<file path="config.mk">
export PLATFORM = sky130hd
export DESIGN_NAME = vga_frame_reader
export DESIGN_NICKNAME = d
export VERILOG_FILES = /design/src/rtl/vga_frame_reader.sv
export SDC_FILE = /design/constraint.sdc
export NUM_CORES = 1
export LEC_CHECK = 0
export CAP_MARGIN = 15
export CORE_ASPECT_RATIO = 0.5
export CORE_UTILIZATION = 45
export DETAILED_ROUTE_END_ITERATION = 8
export DONT_BUFFER_PORTS = 1
export PLACE_DENSITY_LB_ADDON = 0.1
export SYNTH_ARGS = -nofsm -noshare
export SYNTH_HDL_FRONTEND = slang
export SYNTH_SLANG_ARGS = --single-unit
</file>
<file path="constraint.sdc">
create_clock -name clk -period 2.1 [get_ports clk]
set_input_delay 0.21 -clock clk [delete_from_list [all_inputs] [get_ports clk]]
set_output_delay 0.21 -clock clk [all_outputs]
set_load 0.02 [all_outputs]
</file>
<file path="src/rtl/vga_frame_reader.sv">
// VGA 640x480@60 scan-out of a 160x120 frame buffer: generates timing, reads the
// stored image through the RAM read port and upscales it to a grayscale RGB stream.
module vga_frame_reader #(
    parameter int H_ACTIVE    = 640,
    parameter int H_FP        = 16,
    parameter int H_SYNC      = 96,
    parameter int H_BP        = 48,
    parameter int V_ACTIVE    = 480,
    parameter int V_FP        = 10,
    parameter int V_SYNC      = 2,
    parameter int V_BP        = 33,
    parameter int SCALE_SHIFT = 2,
    parameter int RD_LAT      = 1,
    parameter int LUMA_HI     = 0
) (
    input  logic        clk,
    input  logic        reset_n,
    input  logic [15:0] rddata,
    output logic [14:0] rdaddr,
    output logic        hsync_n,
    output logic        vsync_n,
    output logic        blank_n,
    output logic [7:0]  r,
    output logic [7:0]  g,
    output logic [7:0]  b,
    output logic        frame_start
);

    localparam int H_TOTAL = H_ACTIVE + H_FP + H_SYNC + H_BP;
    localparam int V_TOTAL = V_ACTIVE + V_FP + V_SYNC + V_BP;

    localparam logic [9:0] H_LAST     = 10'(H_TOTAL - 1);
    localparam logic [9:0] V_LAST     = 10'(V_TOTAL - 1);
    localparam logic [9:0] H_VIS      = 10'(H_ACTIVE);
    localparam logic [9:0] V_VIS      = 10'(V_ACTIVE);
    localparam logic [9:0] HS_FIRST   = 10'(H_ACTIVE + H_FP);
    localparam logic [9:0] HS_LAST    = 10'(H_ACTIVE + H_FP + H_SYNC - 1);
    localparam logic [9:0] VS_FIRST   = 10'(V_ACTIVE + V_FP);
    localparam logic [9:0] VS_LAST    = 10'(V_ACTIVE + V_FP + V_SYNC - 1);

    typedef struct packed {
        logic active;
        logic hs;
        logic vs;
        logic first;
    } flags_t;

    logic [9:0] hcnt_reg;
    logic [9:0] hcnt_next;
    logic [9:0] vcnt_reg;
    logic [9:0] vcnt_next;

    always_comb begin
        hcnt_next = hcnt_reg + 10'd1;
        vcnt_next = vcnt_reg;
        if (hcnt_reg == H_LAST) begin
            hcnt_next = '0;
            vcnt_next = (vcnt_reg == V_LAST) ? '0 : vcnt_reg + 10'd1;
        end
    end

    always_ff @(posedge clk or negedge reset_n) begin
        if (!reset_n) begin
            hcnt_reg <= '0;
            vcnt_reg <= '0;
        end else begin
            hcnt_reg <= hcnt_next;
            vcnt_reg <= vcnt_next;
        end
    end

    flags_t flags_stage0;

    always_comb begin
        flags_stage0        = '0;
        flags_stage0.active = (hcnt_reg < H_VIS) && (vcnt_reg < V_VIS);
        flags_stage0.hs     = (hcnt_reg >= HS_FIRST) && (hcnt_reg <= HS_LAST);
        flags_stage0.vs     = (vcnt_reg >= VS_FIRST) && (vcnt_reg <= VS_LAST);
        flags_stage0.first  = (hcnt_reg == '0) && (vcnt_reg == '0);
    end

    // Image coordinates are the screen counters with the upscale bits dropped.
    logic [14:0] rdaddr_reg;
    logic [14:0] rdaddr_next;

    always_comb begin
        rdaddr_next = '0;
        if (flags_stage0.active) begin
            rdaddr_next = {hcnt_reg[SCALE_SHIFT +: 8], vcnt_reg[SCALE_SHIFT +: 7]};
        end
    end

    always_ff @(posedge clk or negedge reset_n) begin
        if (!reset_n) begin
            rdaddr_reg <= '0;
        end else begin
            rdaddr_reg <= rdaddr_next;
        end
    end

    assign rdaddr = rdaddr_reg;

    // One stage covers the address register, RD_LAT more cover the RAM, so the
    // last stage lines up with the cycle in which rddata holds this pixel.
    flags_t flag_pipe_reg [RD_LAT+1];

    generate
        for (genvar gi = 0; gi <= RD_LAT; gi++) begin : gen_delay
            always_ff @(posedge clk or negedge reset_n) begin
                if (!reset_n) begin
                    flag_pipe_reg[gi] <= '0;
                end else begin
                    if (gi == 0) begin
                        flag_pipe_reg[gi] <= flags_stage0;
                    end else begin
                        flag_pipe_reg[gi] <= flag_pipe_reg[(gi == 0) ? 0 : gi - 1];
                    end
                end
            end
        end
    endgenerate

    flags_t     flags_out;
    logic [7:0] luma;

    assign flags_out = flag_pipe_reg[RD_LAT];
    assign luma      = (LUMA_HI != 0) ? rddata[15:8] : rddata[7:0];

    logic       hsync_n_reg;
    logic       vsync_n_reg;
    logic       blank_n_reg;
    logic [7:0] pixel_reg;
    logic [7:0] pixel_next;
    logic       frame_start_reg;

    // rddata is only looked at for visible pixels, so X during blanking never reaches r/g/b.
    always_comb begin
        pixel_next = 8'd0;
        if (flags_out.active) begin
            pixel_next = luma;
        end
    end

    always_ff @(posedge clk or negedge reset_n) begin
        if (!reset_n) begin
            hsync_n_reg     <= 1'b1;
            vsync_n_reg     <= 1'b1;
            blank_n_reg     <= 1'b0;
            pixel_reg       <= 8'd0;
            frame_start_reg <= 1'b0;
        end else begin
            hsync_n_reg     <= ~flags_out.hs;
            vsync_n_reg     <= ~flags_out.vs;
            blank_n_reg     <= flags_out.active;
            pixel_reg       <= pixel_next;
            frame_start_reg <= flags_out.first;
        end
    end

    assign hsync_n     = hsync_n_reg;
    assign vsync_n     = vsync_n_reg;
    assign blank_n     = blank_n_reg;
    assign r           = pixel_reg;
    assign g           = pixel_reg;
    assign b           = pixel_reg;
    assign frame_start = frame_start_reg;

endmodule

</file>
# ---- Word level (Yosys, flattened, before mapping)
# Index checks and enable logic that the tools add are counted.
dict set report word_totals {
  reg_bits 55
  ramBits 0
  rom_bits 0
  latch_bits 0
  word_cells 38
  mem_count 0
  input_bits 18
}
dict set report classes {
  n_eq_ne 2
  n_div 0
  bitwise_logic 2
  multipliers 0
  n_lt_le_gt_ge 6
  shifts 0
  addsub 2
  muxes 4
  reduce_logical 6
}
# op count
set ops {}
lappend ops {{$add 10x1->10 const B} 2}
lappend ops {{$eq 10x10->1 const B} 2}
lappend ops {{$logic_not 10->1} 2}
lappend ops {{$mux 10} 2}
lappend ops {{$mux 15} 1}
lappend ops {{$ge 10x10->1 const B} 1}
lappend ops {{$ge 10x9->1 const B} 1}
lappend ops {{$le 10x10->1 const B} 1}
lappend ops {{$le 10x9->1 const B} 1}
lappend ops {{$lt 10x10->1 const B} 1}
lappend ops {{$lt 10x9->1 const B} 1}
lappend ops {{$mux 8} 1}
lappend ops {{$logic_and 1x1->1} 4}
lappend ops {{$not 1->1} 2}

# ---- Longest topological paths before layout
# Gate-level depths: netlist of run 1.
dict set report logic_depth {
  ltp_word 3
  mapped_depth 6
}

# ---- Least setup slack after synthesis of run 1
# OpenSTA, ideal clock, no wires.
dict set report synth_timing {
  path_kind {flip-flop to flip-flop}
  start {reg hcnt_reg[0]}
  end {reg vcnt_reg[3]}
  path_slack_ns 0.602
  setup_ns 0.138
  period_less_slack_ns 1.498
  path_buffers 1
  t_arrival_ns 1.360
  path_stages_with_launch 7
  t_required_ns 1.962
  cell_sequence {dfrtp_1 > ha_1 > and3_2 > and3_4 > buf_8 > a41oi_2 > a31oi_1}
}
dict set report synth_via {
  elab_chain_cells 1
}
# element line_no
set synth_lines {}
lappend synth_lines {{start, declared} 48} ;# logic [9:0] hcnt_reg;
lappend synth_lines {{start signal, assigned} 67} ;# hcnt_reg <= hcnt_next;
lappend synth_lines {{$eq 10x10->1} 56} ;# if (hcnt_reg == H_LAST) begin
lappend synth_lines {{end signal, assigned} 68} ;# vcnt_reg <= vcnt_next;
lappend synth_lines {{end, declared} 50} ;# logic [9:0] vcnt_reg;
# Every way passes these cells.
# A chain may end at the register's enable or synchronous reset.

# ---- Worst setup path in the final report of run 1
dict set report layout_timing {
  start {reg vcnt_reg[6]}
  end {reg vcnt_reg[2]}
}
dict set report layout_via {
  elab_chain_cells 2
}
# element line_no
set layout_lines {}
lappend layout_lines {{$eq 10x10->1} 58} ;# vcnt_next = (vcnt_reg == V_LAST) ? '0 : vcnt_reg + 10'd1;
lappend layout_lines {{$mux 10} 58}
# Every way passes these cells.

==> impl_metrics.tcl, run 1 <==
set metrics [dict create \
    drive_above_1_share_pct 11.6 \
    skew_ns 0.00616 \
    syn_to_final_growth_pct 3.46 \
    crit_path_end_kind "flip-flop" \
    hold_viol_final 0 \
    reg2reg_from "vcnt_reg[6]$_DFFE_PN0N_" \
    wl_per_cell_um 15.3 \
    die_w_um 103 \
    drt_first_pass_iters 4 \
    grt_overflow 0 \
    std_cell_rows 17 \
    routed_via_density 5.25 \
    cts_hold_buf 2 \
    fin_nets 202 \
    cp_max_fo 6 \
    clk_latency_ns 0.30 \
    synth_area_um2 2280 \
    finish.utilization_pct 51.1 \
    yosys.cell_types.count 39 \
    critPathRequiredTime_ns 2.28 \
    async_reset_ff_share_pct 100 \
    crit_slowest_cell "dfrtp_1" \
    synth_fp_nets 213 \
    post_cts_resized 0 \
    whs_path_depth 1 \
    pwr_density_cell_nw_per_um2 776 \
    fmax_mhz 634 \
    grt_first_pass_wirelength_um 6110 \
    antenna_cells 0 \
    initial_utilization_pct 49.4 \
    io_buffers 0 \
    final_cells 247 \
    avgSynthCellArea_um2 11.9 \
    postCtsSetupBuffers 0 \
    crit_path_cell_trace "nor4_1, nand3_1, a21oi_1, mux2i_1" \
    die_h_um 52.3 \
    syn_inst 191 \
    synth_ff_type "dfrtp_1" \
    grt_use_total_pct 15.8 \
    worstSetupStartpointType "flip-flop" \
    rsz0062_at_grt "no" \
    io_pins 61 \
    wl_um 3790 \
    finalSetupViolations 0 \
    yosys_warnings 0 \
    setup-tns-final_ns 0 \
    yosys-top-cells-area "dfrtp_1, and2_1, buf_4" \
    critPathBufInv 0 \
    hp-class "in -> reg" \
    drc 0 \
    cts_root_buf "clkbuf_8" \
    status "complete, no violations" \
    clockBufferDepth 2 \
    min-delay-start "rddata[3]" \
    power_mw 1.83 \
    rr_worst_depth 4 \
    antenna_found_initial 0 \
    dr_total_vias 1296 \
    p_leak_nw 1.06 \
    final_common_cell "dfrtp_1" \
    yosysTopAreaCell "dfrtp_1" \
    dp_cells 237 \
    drv_cap 0 \
    cp_top_family "simple AND/OR/NAND/NOR gates" \
    core_area_um2 4620 \
    detailedRoute.firstIterationViolations 66 \
    synth-edff-count 0 \
    r2r_end "vcnt_reg[2]$_DFFE_PN0N_" \
    detail-route-antenna-nets 0 \
    layout_common_cells "dfrtp_1, and2_1, nand2_1, nand3_1, nor2_1" \
    cts_inserted_buffers 5 \
    slowest_delay_ns 0.45 \
    cts.sinks 55 \
    multi_input_comb_area_um2 714 \
    tightest_slew_ns 0.550 \
    fill_cells 417 \
    register_area_um2 1380 \
    grt_pass1_vias 1212 \
    cp.arrival_ns 1.76 \
    ir_drop_uv 297 \
    maxSlewHeadroom_pct 63.4 \
    post-route-period-util_pct 75.1 \
    critPathKind "reg -> reg" \
    maxSlewViolCount 0 \
    htreeDepth 2 \
    seq_area_frac_synth_pct 60.5 \
    dieArea_um2 5370 \
    ys_ff_latch 55 \
    tritoncts "yes" \
    clkTransAtPathRegs_ns 0.10 \
    synth_top_area_share_pct 58.2 \
    grt_max_degree 56 \
    rrSetupSlack_ns 0.52 \
    place.gp.congestion 0.793 \
    hold_end "b[3]$_DFF_PN0_" \
    period_needed_ns 1.58 \
    hpwl_um 2510 \
    largest_register_ff_count 15 \
]
-- kinds of logic (layout without fill, tap and decap cells) --
group                      after synthesis  count (layout)  share of synthesized area, %
AOI/OAI and AO/OA                       13              13                          3.68
xor gates and xnor gates                10              10                          3.84
adders and majority gates                4               4                          2.20
buffers and inverters                   28              18                          8.18
DFF                                     55              55                          60.5
muxes                                    2               2                         0.878
and+or+nand+nor                         79              79                          20.7
-- synthesized netlist by cell type, types with 2 or more instances --
library cell / number
nand2_1: 10
buf_2: 2
mux2i_1: 2
ha_1: 4
xnor2_1: 4
o21ai_0: 5
xor2_1: 6
nand4_1: 5
dfstp_2: 2
and2_1: 23
dfrtp_1: 53
a21oi_1: 2
nor4_1: 5
inv_1: 7
and3_2: 2
and4_1: 4
nor2_1: 8
nand3_1: 10
nor3_1: 2
buf_4: 16
-- worst max path at each step --
stage | start | to | cells past startpoint
finish | vcnt_reg[6]$_DFFE_PN0N_ | vcnt_reg[2]$_DFFE_PN0N_ | 4
global placement | vcnt_reg[6]$_DFFE_PN0N_ | vcnt_reg[2]$_DFFE_PN0N_ | 4
global route | vcnt_reg[6]$_DFFE_PN0N_ | vcnt_reg[2]$_DFFE_PN0N_ | 4
detailed placement | vcnt_reg[6]$_DFFE_PN0N_ | vcnt_reg[2]$_DFFE_PN0N_ | 4
CTS | vcnt_reg[6]$_DFFE_PN0N_ | vcnt_reg[2]$_DFFE_PN0N_ | 4
floorplan | hcnt_reg[0]$_DFF_PN0_ | vcnt_reg[3]$_DFFE_PN0N_ | 6
-- routing by layer --
| metal | vias up | global-route usage [%] | wire length [µm] |
|---|---|---|---|
| met5 | - | 0 | 0 |
| met4 | 0 | 5.24 | 39 |
| met3 | 7 | 5.33 | 264 |
| met2 | 49 | 23.7 | 1680 |
| met1 | 640 | 21.6 | 1810 |
| li1 | 600 | - | - |
-- stage by stage --
stage	worst slack, ns	hold WS [ns]	instance area, µm²
finish	0.522	0.0281	2360
global route	0.349	0.00901	2360
CTS	0.513	0.0213	2360
detailed placement	0.514	-0.0847	2210
global placement	0.526	-0.0844	2210
floorplan	0.602	-0.0856	2280
-- final cells by class --
type | instances | area share, %
Clock inverter | 2 | 1.64
Clock buffer | 6 | 3.08
Tap cell | 66 | 3.50
Inverter | 7 | 1.11
Multi-Input combinational cell | 108 | 30.3
Sequential cell | 55 | 58.5
Timing Repair Buffer | 3 | 1.91
-- where the power goes --
group,leakage (nW),internal (mW),switching (mW)
sequential,0.703,1.07,0.0382
combinational,0.298,0.0106,0.0223
clock,0.0558,0.360,0.334
total,1.06,1.44,0.394
Power figures use the tool's default switching activity.
==> run 2, diff against run 1 <==
- clock period: 2.1 -> 1.28 ns (I/O delays scaled with it)
==> run 2 against run 1 <==
  * The flow now finishes with violations (negative hold slack, negative setup slack)
  * Via count up 15%
  * Sequential power increased by 65%
  * Fmax rose by 17%
  * Die area is the same
  * Register-to-register slack got worse by 0.59 ns
==> impl_metrics.tcl, run 2 (synthesized netlist as in run 1, its figures left out) <==
set metrics [dict create \
    io_buffers 0 \
    p_leak_nw 1.38 \
    violations "negative hold slack, negative setup slack" \
    drc 0 \
    fin_nets 260 \
    critPathRequiredTime_ns 1.52 \
    grt_use_total_pct 18.5 \
    largest_register_ff_count 15 \
    clkTransAtPathRegs_ns 0.10 \
    die_h_um 52.3 \
    antenna_found_initial 0 \
    grt_first_pass_wirelength_um 7020 \
    hpwl_um 2800 \
    syn_to_final_growth_pct 30.4 \
    drv_cap 0 \
    post-route-period-util_pct 105 \
    wl_per_cell_um 14.7 \
    dp_cells 266 \
    drt_first_pass_iters 4 \
    post_dp_cell_area_um2 2440 \
    power_mw 2.82 \
    drive_above_1_share_pct 41.8 \
    crit_path_cell_trace "and4bb_4, nand4_1, nor2_1, xor2_1" \
    cts_inserted_buffers 5 \
    io_pins 61 \
    grt_max_degree 56 \
    crit_path_end_kind "flip-flop" \
    p_comb_share_pct 1.0 \
    period_needed_ns 1.34 \
    p_seq_share_pct 64.3 \
    critPathKind "reg -> reg" \
    cts.sinks 55 \
    hp-class "in -> async" \
    grt_overflow 0 \
    final_area_um2 2970 \
    antenna_cells 0 \
    p_int_mw 2.17 \
    pwr_density_cell_nw_per_um2 948 \
    p_switching_uw 649 \
    initial_utilization_pct 49.4 \
    maxSlewViolCount 0 \
    fmax_mhz 745 \
    crit_slowest_cell "dfrtp_1" \
    final_cells 305 \
    die_w_um 103 \
    dr_total_vias 1494 \
    finalSetupViolations 25 \
    routed_via_density 4.90 \
    grt_pass1_vias 1459 \
    worstSetupStartpointType "flip-flop" \
    htreeDepth 2 \
    rsz0062_at_grt "yes" \
    switching_share_pct 23.1 \
    layout_common_cells "dfrtp_1, buf_4, and2_1, buf_6, nand2_1" \
    tightest_slew_ns 0.543 \
    tritoncts "yes" \
    final_common_cell "dfrtp_1" \
    cts_hold_buf 8 \
    maxSlewHeadroom_pct 63.9 \
    finish.utilization_pct 64.4 \
    std_cell_rows 17 \
    skew_ns 0.00763 \
    hold_ws_ns -0.510 \
    dieArea_um2 5370 \
    clk_latency_ns 0.32 \
    setup_ws_ns -0.0629 \
    place.gp.congestion 0.798 \
    dp_slack_ns -0.171 \
    detailedRoute.firstIterationViolations 44 \
    cp_max_fo 5 \
    hold_viol_final 55 \
    cp.arrival_ns 1.59 \
    clockBufferDepth 2 \
    cts_root_buf "clkbuf_8" \
    ir_drop_uv 583 \
    clkPwrFrac_pct 34.7 \
    detail-route-antenna-nets 0 \
    slowest_delay_ns 0.38 \
    status "finished with violations" \
    core_area_um2 4620 \
    wl_um 4500 \
    setup-tns-final_ns -0.925 \
]
[run 2: cell types whose count changed in the layout (fill, tap and decap cells not counted), moves of 3 or more]
| cell | before | now |
|---|---|---|
| and2_1 | 23 | 17 |
| and2_4 | 0 | 7 |
| buf_4 | 1 | 40 |
| buf_6 | 0 | 13 |
| dlygate4sd3_1 | 1 | 8 |
| ha_1 | 4 | 1 |
| nand3_1 | 10 | 7 |
| nor4_1 | 5 | 2 |
| o21ai_0 | 5 | 1 |
| o21ai_1 | 1 | 4 |
[run 2: path summary, 6_finish.rpt]
path	from	endpoint	slack, ns	cells after the start
min	reset_n	vcnt_reg[4]$_DFFE_PN0N_	-0.51	0
max in group asynchronous	reset_n	hsync_n$_DFF_PN1_	1.59	0
min reg2reg	flag_pipe_reg[2]$_DFF_PN0_	hsync_n$_DFF_PN1_	0.35	1
min in group clk	flag_pipe_reg[2]$_DFF_PN0_	hsync_n$_DFF_PN1_	0.35	1
max reg2reg	hcnt_reg[6]$_DFF_PN0_	vcnt_reg[7]$_DFFE_PN0N_	-0.06	4
max	hcnt_reg[6]$_DFF_PN0_	vcnt_reg[7]$_DFFE_PN0N_	-0.06	4
[run 2: critical path, delay by kind of cell, from the launching register on]
kind,cells,cell delay (ns)
flops,1,0.38
xor+xnor,1,0.15
simple gates,3,0.74
[run 2: routing by layer]
metal	vias to the layer above	routed length (µm)	global-route usage [%]
met5	-	0	0
met4	0	67	9.76
met3	9	297	5.60
met2	43	2000	26.7
met1	725	2130	24.9
li1	717	-	-
[run 2: cell type report]
type                    count  area [µm²]
flip-flops and latches     55        1380
clock buffers               5        68.8
repair buffers             61         527
clock inverters             3        22.5
inverters                   7        26.3
fillers                   376        1640
multi-input cells         108         863
well taps                  66        82.6
[run 2: power groups by stage]
stage,clock network (mW),logic (mW),registers (mW)
2_1_floorplan,0,0.0800,1.81
3_3_place_gp,0,0.00904,1.85
3_5_place_dp,0,0.00930,1.85
4_1_cts,1.02,0.0284,1.81
5_1_grt,1.09,0.0302,1.82
6_report,0.978,0.0281,1.81
[run 2: what timing repair did]
action / 4_1_cts / 5_1_grt
buffers inserted: 9 / 14
gates resized for setup: 24 / 30
endpoints found under the setup margin: 30 / 33
pin swaps: 16 / 10
cloned: 1 / 0
endpoints found under the hold margin: 63 / 55
==> run 3, diff against run 2 <==
- GPL_TIMING_DRIVEN: not set -> 1
==> results of run 3 <==
The final DEF is identical to that of run 2; final timing and power are the same.
